File: config.mk
export PLATFORM = sky130hd
export DESIGN_NAME = alu_sliced
export DESIGN_NICKNAME = d
export VERILOG_FILES = /design/src/rtl/alu_sliced.sv
export SDC_FILE = /design/constraint.sdc
export NUM_CORES = 1
export LEC_CHECK = 0
export BUFFER_PORTS_ARGS = -buffer_cell sky130_fd_sc_hd__buf_2
export CAP_MARGIN = 20
export CORE_MARGIN = 3
export CORE_UTILIZATION = 45
export CTS_BUF_LIST = sky130_fd_sc_hd__clkbuf_4 sky130_fd_sc_hd__clkbuf_8
export CTS_CLUSTER_DIAMETER = 200
export DETAILED_ROUTE_END_ITERATION = 10
export HOLD_SLACK_MARGIN = 0.06
export PLACE_DENSITY = 0.7
export SETUP_SLACK_MARGIN = 0.4
export SYNTH_ARGS = -nofsm -noshare
export SYNTH_HDL_FRONTEND = slang
export SYNTH_SLANG_ARGS = --single-unit
File: constraint.sdc
create_clock -name clk -period 2.33 [get_ports clk]
set_input_delay 0.1165 -clock clk [delete_from_list [all_inputs] [get_ports clk]]
set_output_delay 0.1165 -clock clk [all_outputs]
set_load 0.03 [all_outputs]
File: src/rtl/alu_sliced.sv
// alu_sliced: multi-cycle ALU that processes SLICE bits per clock, LSB slice
// first, keeping the inter-slice carry in a register. Supports add, subtract,
// AND and OR on WIDTH-bit operands behind a start/busy/done handshake.
//
// Ports:
//   clk, rst        single clock, synchronous active-high reset
//   a, b            WIDTH-bit operands, captured on an accepted start
//   opcode          00 add, 01 subtract, 10 AND, 11 OR (captured on start)
//   cin             carry-in for add only (captured on start)
//   start           request; accepted in IDLE or DONE, ignored in RUN
//   busy            high while slices are being processed
//   done            one-cycle pulse when the outputs below have been updated
//   result          registered result, held until the next completion
//   cout            registered carry-out (subtract: 1 means no borrow)
//   zero            registered result == 0
//   overflow        registered signed overflow (add/subtract only)
module alu_sliced #(
    parameter int WIDTH = 8,
    parameter int SLICE = 4
) (
    input  logic             clk,
    input  logic             rst,
    input  logic [WIDTH-1:0] a,
    input  logic [WIDTH-1:0] b,
    input  logic [1:0]       opcode,
    input  logic             cin,
    input  logic             start,
    output logic             busy,
    output logic             done,
    output logic [WIDTH-1:0] result,
    output logic             cout,
    output logic             zero,
    output logic             overflow
);

    localparam int N  = WIDTH / SLICE;
    localparam int CW = (N > 1) ? $clog2(N) : 1;

    localparam logic [1:0] OP_ADD = 2'b00;
    localparam logic [1:0] OP_SUB = 2'b01;
    localparam logic [1:0] OP_AND = 2'b10;
    localparam logic [1:0] OP_OR  = 2'b11;

    typedef enum logic [1:0] {
        ST_IDLE,
        ST_RUN,
        ST_DONE
    } state_t;

    state_t           state_q, state_d;
    logic [CW-1:0]    cnt_q, cnt_d;
    logic             carry_q, carry_d;
    logic [WIDTH-1:0] a_q, a_d;
    logic [WIDTH-1:0] b_q, b_d;
    logic [1:0]       op_q, op_d;
    logic [WIDTH-1:0] part_q, part_d;
    logic [WIDTH-1:0] result_q, result_d;
    logic             cout_q, cout_d;
    logic             zero_q, zero_d;
    logic             ovf_q, ovf_d;

    // Subtract is a + ~b + 1: the inversion is applied here and the +1 comes
    // from preloading the carry register with 1 on accept.
    logic [WIDTH-1:0] b_eff;
    assign b_eff = (op_q == OP_SUB) ? ~b_q : b_q;

    logic [SLICE-1:0] a_slices [N];
    logic [SLICE-1:0] b_slices [N];
    logic [SLICE-1:0] a_sl, b_sl, slice_res;
    logic [SLICE:0]   sum_sl;
    logic             slice_cout;
    logic             last;

    // Each slice of the partial result is only rewritten in the cycle the
    // counter points at it; all other slices hold.
    generate
        for (genvar gi = 0; gi < N; gi++) begin : g_slice
            assign a_slices[gi] = a_q[gi*SLICE +: SLICE];
            assign b_slices[gi] = b_eff[gi*SLICE +: SLICE];
            assign part_d[gi*SLICE +: SLICE] =
                (state_q == ST_RUN && cnt_q == CW'(gi)) ? slice_res
                                                        : part_q[gi*SLICE +: SLICE];
        end
    endgenerate

    assign last = (cnt_q == CW'(N - 1));

    always_comb begin
        a_sl       = a_slices[cnt_q];
        b_sl       = b_slices[cnt_q];
        sum_sl     = {1'b0, a_sl} + {1'b0, b_sl} + {{SLICE{1'b0}}, carry_q};
        slice_res  = sum_sl[SLICE-1:0];
        slice_cout = sum_sl[SLICE];
        case (op_q)
            OP_AND: begin
                slice_res  = a_sl & b_sl;
                slice_cout = 1'b0;
            end
            OP_OR: begin
                slice_res  = a_sl | b_sl;
                slice_cout = 1'b0;
            end
            default: ;
        endcase
    end

    always_comb begin
        state_d  = state_q;
        cnt_d    = cnt_q;
        carry_d  = carry_q;
        a_d      = a_q;
        b_d      = b_q;
        op_d     = op_q;
        result_d = result_q;
        cout_d   = cout_q;
        zero_d   = zero_q;
        ovf_d    = ovf_q;
        case (state_q)
            ST_IDLE, ST_DONE: begin
                state_d = ST_IDLE;
                if (start) begin
                    a_d     = a;
                    b_d     = b;
                    op_d    = opcode;
                    cnt_d   = '0;
                    carry_d = (opcode == OP_ADD) ? cin : (opcode == OP_SUB);
                    state_d = ST_RUN;
                end
            end
            ST_RUN: begin
                carry_d = slice_cout;
                if (last) begin
                    result_d = part_d;
                    cout_d   = slice_cout;
                    zero_d   = (part_d == '0);
                    ovf_d    = (op_q == OP_ADD || op_q == OP_SUB)
                             && (a_q[WIDTH-1] == b_eff[WIDTH-1])
                             && (part_d[WIDTH-1] != a_q[WIDTH-1]);
                    state_d  = ST_DONE;
                end else begin
                    cnt_d = cnt_q + CW'(1);
                end
            end
            default: state_d = ST_IDLE;
        endcase
    end

    always_ff @(posedge clk) begin
        if (rst) begin
            state_q  <= ST_IDLE;
            cnt_q    <= '0;
            carry_q  <= 1'b0;
            a_q      <= '0;
            b_q      <= '0;
            op_q     <= '0;
            part_q   <= '0;
            result_q <= '0;
            cout_q   <= 1'b0;
            zero_q   <= 1'b0;
            ovf_q    <= 1'b0;
        end else begin
            state_q  <= state_d;
            cnt_q    <= cnt_d;
            carry_q  <= carry_d;
            a_q      <= a_d;
            b_q      <= b_d;
            op_q     <= op_d;
            part_q   <= part_d;
            result_q <= result_d;
            cout_q   <= cout_d;
            zero_q   <= zero_d;
            ovf_q    <= ovf_d;
        end
    end

    assign busy     = (state_q == ST_RUN);
    assign done     = (state_q == ST_DONE);
    assign result   = result_q;
    assign cout     = cout_q;
    assign zero     = zero_q;
    assign overflow = ovf_q;

endmodule

==> results.json <==
{
  "clk_pin_slew_ps": 70,
  "max_clock_freq_mhz": 423,
  "dieArea_um2": 4860,
  "setup_ws_ps": -36.7,
  "violations": "negative setup slack",
  "hold_viol": 0,
  "synth_fp_nets": 258,
  "antenna_cells": 0,
  "rr_worst_depth": 9,
  "htree_num_levels": 2,
  "outcome": "complete, but fails checks",
  "grt_overflow": 0,
  "power-per-cell-area_nw_per_um2": 645,
  "ys_ff_latch": 37,
  "wl_mm": 3.99,
  "row_count": 22,
  "timing.hold.ws_ps": 67.4,
  "cts_buffer_depth": 2,
  "final_antenna_net_count": 0,
  "avgViaCountPerCell": 5.05,
  "timing.final.max_slew_violations": 0,
  "finalSetupTns_ps": -73.5,
  "synthDistinctLibCells": 34,
  "multi_input_area_um2": 1090,
  "die_x_um": 69.7,
  "grt_pass1_wl_mm": 6.91,
  "drtIter0Drc": 52,
  "clk-insertion-delay-late_ps": 280,
  "yosysSeqAreaShare_pct": 40.6,
  "crit_path_max_fanout": 5,
  "yosys_warnings": 0,
  "period_share_pct": 102,
  "cts_tree": "done",
  "core_um2": 3770,
  "slew_headroom_pct": 50.7,
  "cts_sinks": 37,
  "tightestPinTransition_ps": 740,
  "io_buffers": 34,
  "fill_cells": 337,
  "synth.avg_cell_area_um2": 8.08,
  "dr.pass1.iters": 4,
  "dieHeight_um": 69.7,
  "startpoint_type": "flop",
  "endpoint": "zero",
  "postSynthCellCount": 226,
  "finalSetupViolCount": 5,
  "dp_cells": 307,
  "r2r_end": "zero",
  "register_area_um2": 744,
  "wl_per_cell_um": 12.4,
  "fin_skew_ps": 6.44,
  "area_growth_pct": 31.5,
  "num-nets-final": 306,
  "cp.arrival_ps": 2600,
  "peakVddDrop_mv": 0.435,
  "layout-drive-gt1-share_pct": 32.5,
  "hpwl_mm": 2.92,
  "place_congestion": 0.819,
  "dr_total_vias": 1626,
  "fin_cells": 322,
  "synthesis.area_um2": 1830,
  "grt_pass1_vias": 1544,
  "cts-root-buf": "clkbuf_8",
  "worstPathRequired_ps": 2560,
  "antenna_found_initial": 0,
  "r2r_slack_ps": -40,
  "cap_viol_max_count": 0,
  "period_needed_ps": 2370,
  "grt_use_total_pct": 17.3,
  "startpoint": "cnt_q",
  "numCtsBuffers": 5,
  "critPathKind": "reg -> reg",
  "drcViolationCount": 0,
  "grt_max_degree": 40,
  "critPathCaptureType": "flop",
  "ioPinCount": 35,
  "rsz0062_at_grt": "true",
  "r2r-start": "cnt_q",
  "leakage_nw": 1.04,
  "hp-class": "in -> reg",
  "start_util_pct": 48.4
}
[power by group]
group | internal, mW | total (mW) | switching [mW]
registers | 0.668 | 0.695 | 0.0271
clock network | 0.246 | 0.456 | 0.210
logic | 0.199 | 0.397 | 0.198
[Yosys cell counts]
| cell type | number | area, µm² |
|---|---|---|
| fa_1 | 2 | 40.0 |
| o21ai_0 | 2 | 10.0 |
| a211oi_1 | 9 | 67.6 |
| a311oi_1 | 1 | 8.76 |
| a2111o_1 | 1 | 11.3 |
| nor4_1 | 1 | 6.26 |
| o21a_1 | 1 | 7.51 |
| and2b_1 | 2 | 15.0 |
| a31oi_1 | 3 | 18.8 |
| or2_2 | 1 | 6.26 |
| and2_1 | 1 | 6.26 |
| a32o_1 | 1 | 10.0 |
| nor3_1 | 4 | 20.0 |
| ha_1 | 8 | 100 |
| buf_2 | 6 | 30.0 |
| nor2_1 | 17 | 63.8 |
| a21o_1 | 1 | 7.51 |
| clkbuf_1 | 11 | 41.3 |
| or3_4 | 1 | 11.3 |
| nand3b_1 | 2 | 15.0 |
| and3b_1 | 1 | 8.76 |
| o211ai_1 | 1 | 7.51 |
| nand2_1 | 49 | 184 |
| o211ai_2 | 1 | 12.5 |
| and3_1 | 1 | 6.26 |
| mux2i_1 | 9 | 90.1 |
| nand2b_1 | 3 | 18.8 |
| xor2_1 | 1 | 8.76 |
| a21oi_1 | 27 | 135 |
| nor2b_1 | 6 | 37.5 |
| nand4_1 | 1 | 6.26 |
| dfxtp_1 | 37 | 741 |
| xnor2_1 | 4 | 35.0 |
| inv_1 | 10 | 37.5 |
[placed cells by master, fill, tap and decap left out, types with 2 or more instances in the layout]
cell type  instances
nand2_1           48
dfxtp_1           36
buf_2             34
a21oi_1           26
nor2_1            17
buf_4             17
inv_1              9
ha_1               7
buf_6              7
a211oi_1           6
clkbuf_8           6
mux2i_1            5
nor2b_1            5
xnor2_1            3
mux2i_2            3
nor3_1             3
a211oi_2           3
and2b_1            2
nand2b_1           2
nand3b_1           2
fa_2               2
[critical path, cell delays in order, from the launching register on]
cell and delay [ps]:
dfxtp_4 390, mux2i_4 250, xnor2_2 150, inv_2 60
fa_2 350, fa_2 520, nor2_1 40, a31oi_1 210
and3_1 200, a32o_1 150
[metal layers]
layer | track usage, % | up-vias | part of all wire (%)
li1 | - | 845 | -
met1 | 23.0 | 747 | 49
met2 | 28.1 | 27 | 47
met3 | 4.35 | 7 | 3.7
met4 | 4.47 | 0 | 0.95
met5 | 0 | - | 0
[cells by family after synthesis]
| kind of cell | after synthesis | share of synthesized area [%] |
|---|---|---|
| XOR/XNOR | 5 | 2.40 |
| adder cells (fa/ha/maj) | 10 | 7.68 |
| AND/OR/NAND/NOR | 90 | 22.2 |
| multiplexers | 9 | 4.94 |
| buffers and inverters | 27 | 5.96 |
| AO/OA/AOI/OAI | 48 | 16.2 |
| flip-flops | 37 | 40.6 |
[what timing repair did]
item,4_1_cts,5_1_grt
pin swaps,9,2
hold endpoints to repair,0,0
hold buffers,0,0
resized for setup,25,3
endpoints found under the setup margin,12,12
setup buffers,6,2
[worst min path at each step]
stage / slack [ps] / startpoint / cells after the start / to
finish: 70 / b[7] / 3 / b_q[7]
global route: 70 / a[4] / 3 / a_q[4]
CTS: 60 / a[6] / 3 / a_q[6]
detailed placement: 360 / a[6] / 3 / a_q[6]
global placement: 360 / b[6] / 3 / b_q[6]
floorplan: 250 / a[0] / 2 / a_q[0]
[metrics by stage]
stage          cell area (µm²)  power, mW  setup slack (ps)  utilization, %
2_1_floorplan             1880      0.927             -47.9               -
3_3_place_gp              2140       1.02             -43.7            56.6
3_5_place_dp              2140       1.03             -68.8            56.6
4_1_cts                   2370       1.54             -35.9            62.9
5_1_grt                   2400       1.63              -117            63.6
6_report                  2400       1.55             -36.7            63.6
[flip-flops by register name, indices dropped and copies added (netlist names)]
name	count
a_q	8
b_q	8
result	8
part_q	4
op_q	2
state_q	2
carry_q	1
cnt_q	1
cout	1
overflow	1
zero	1
[final cells by class]
class	instances	area share, %
multi-input combinational	162	45.5
tap	48	2.50
sequential	37	31.0
timing repair buffer	58	15.7
inverter	10	1.56
clock buffer	7	3.75
Power figures use the tool's default switching activity.
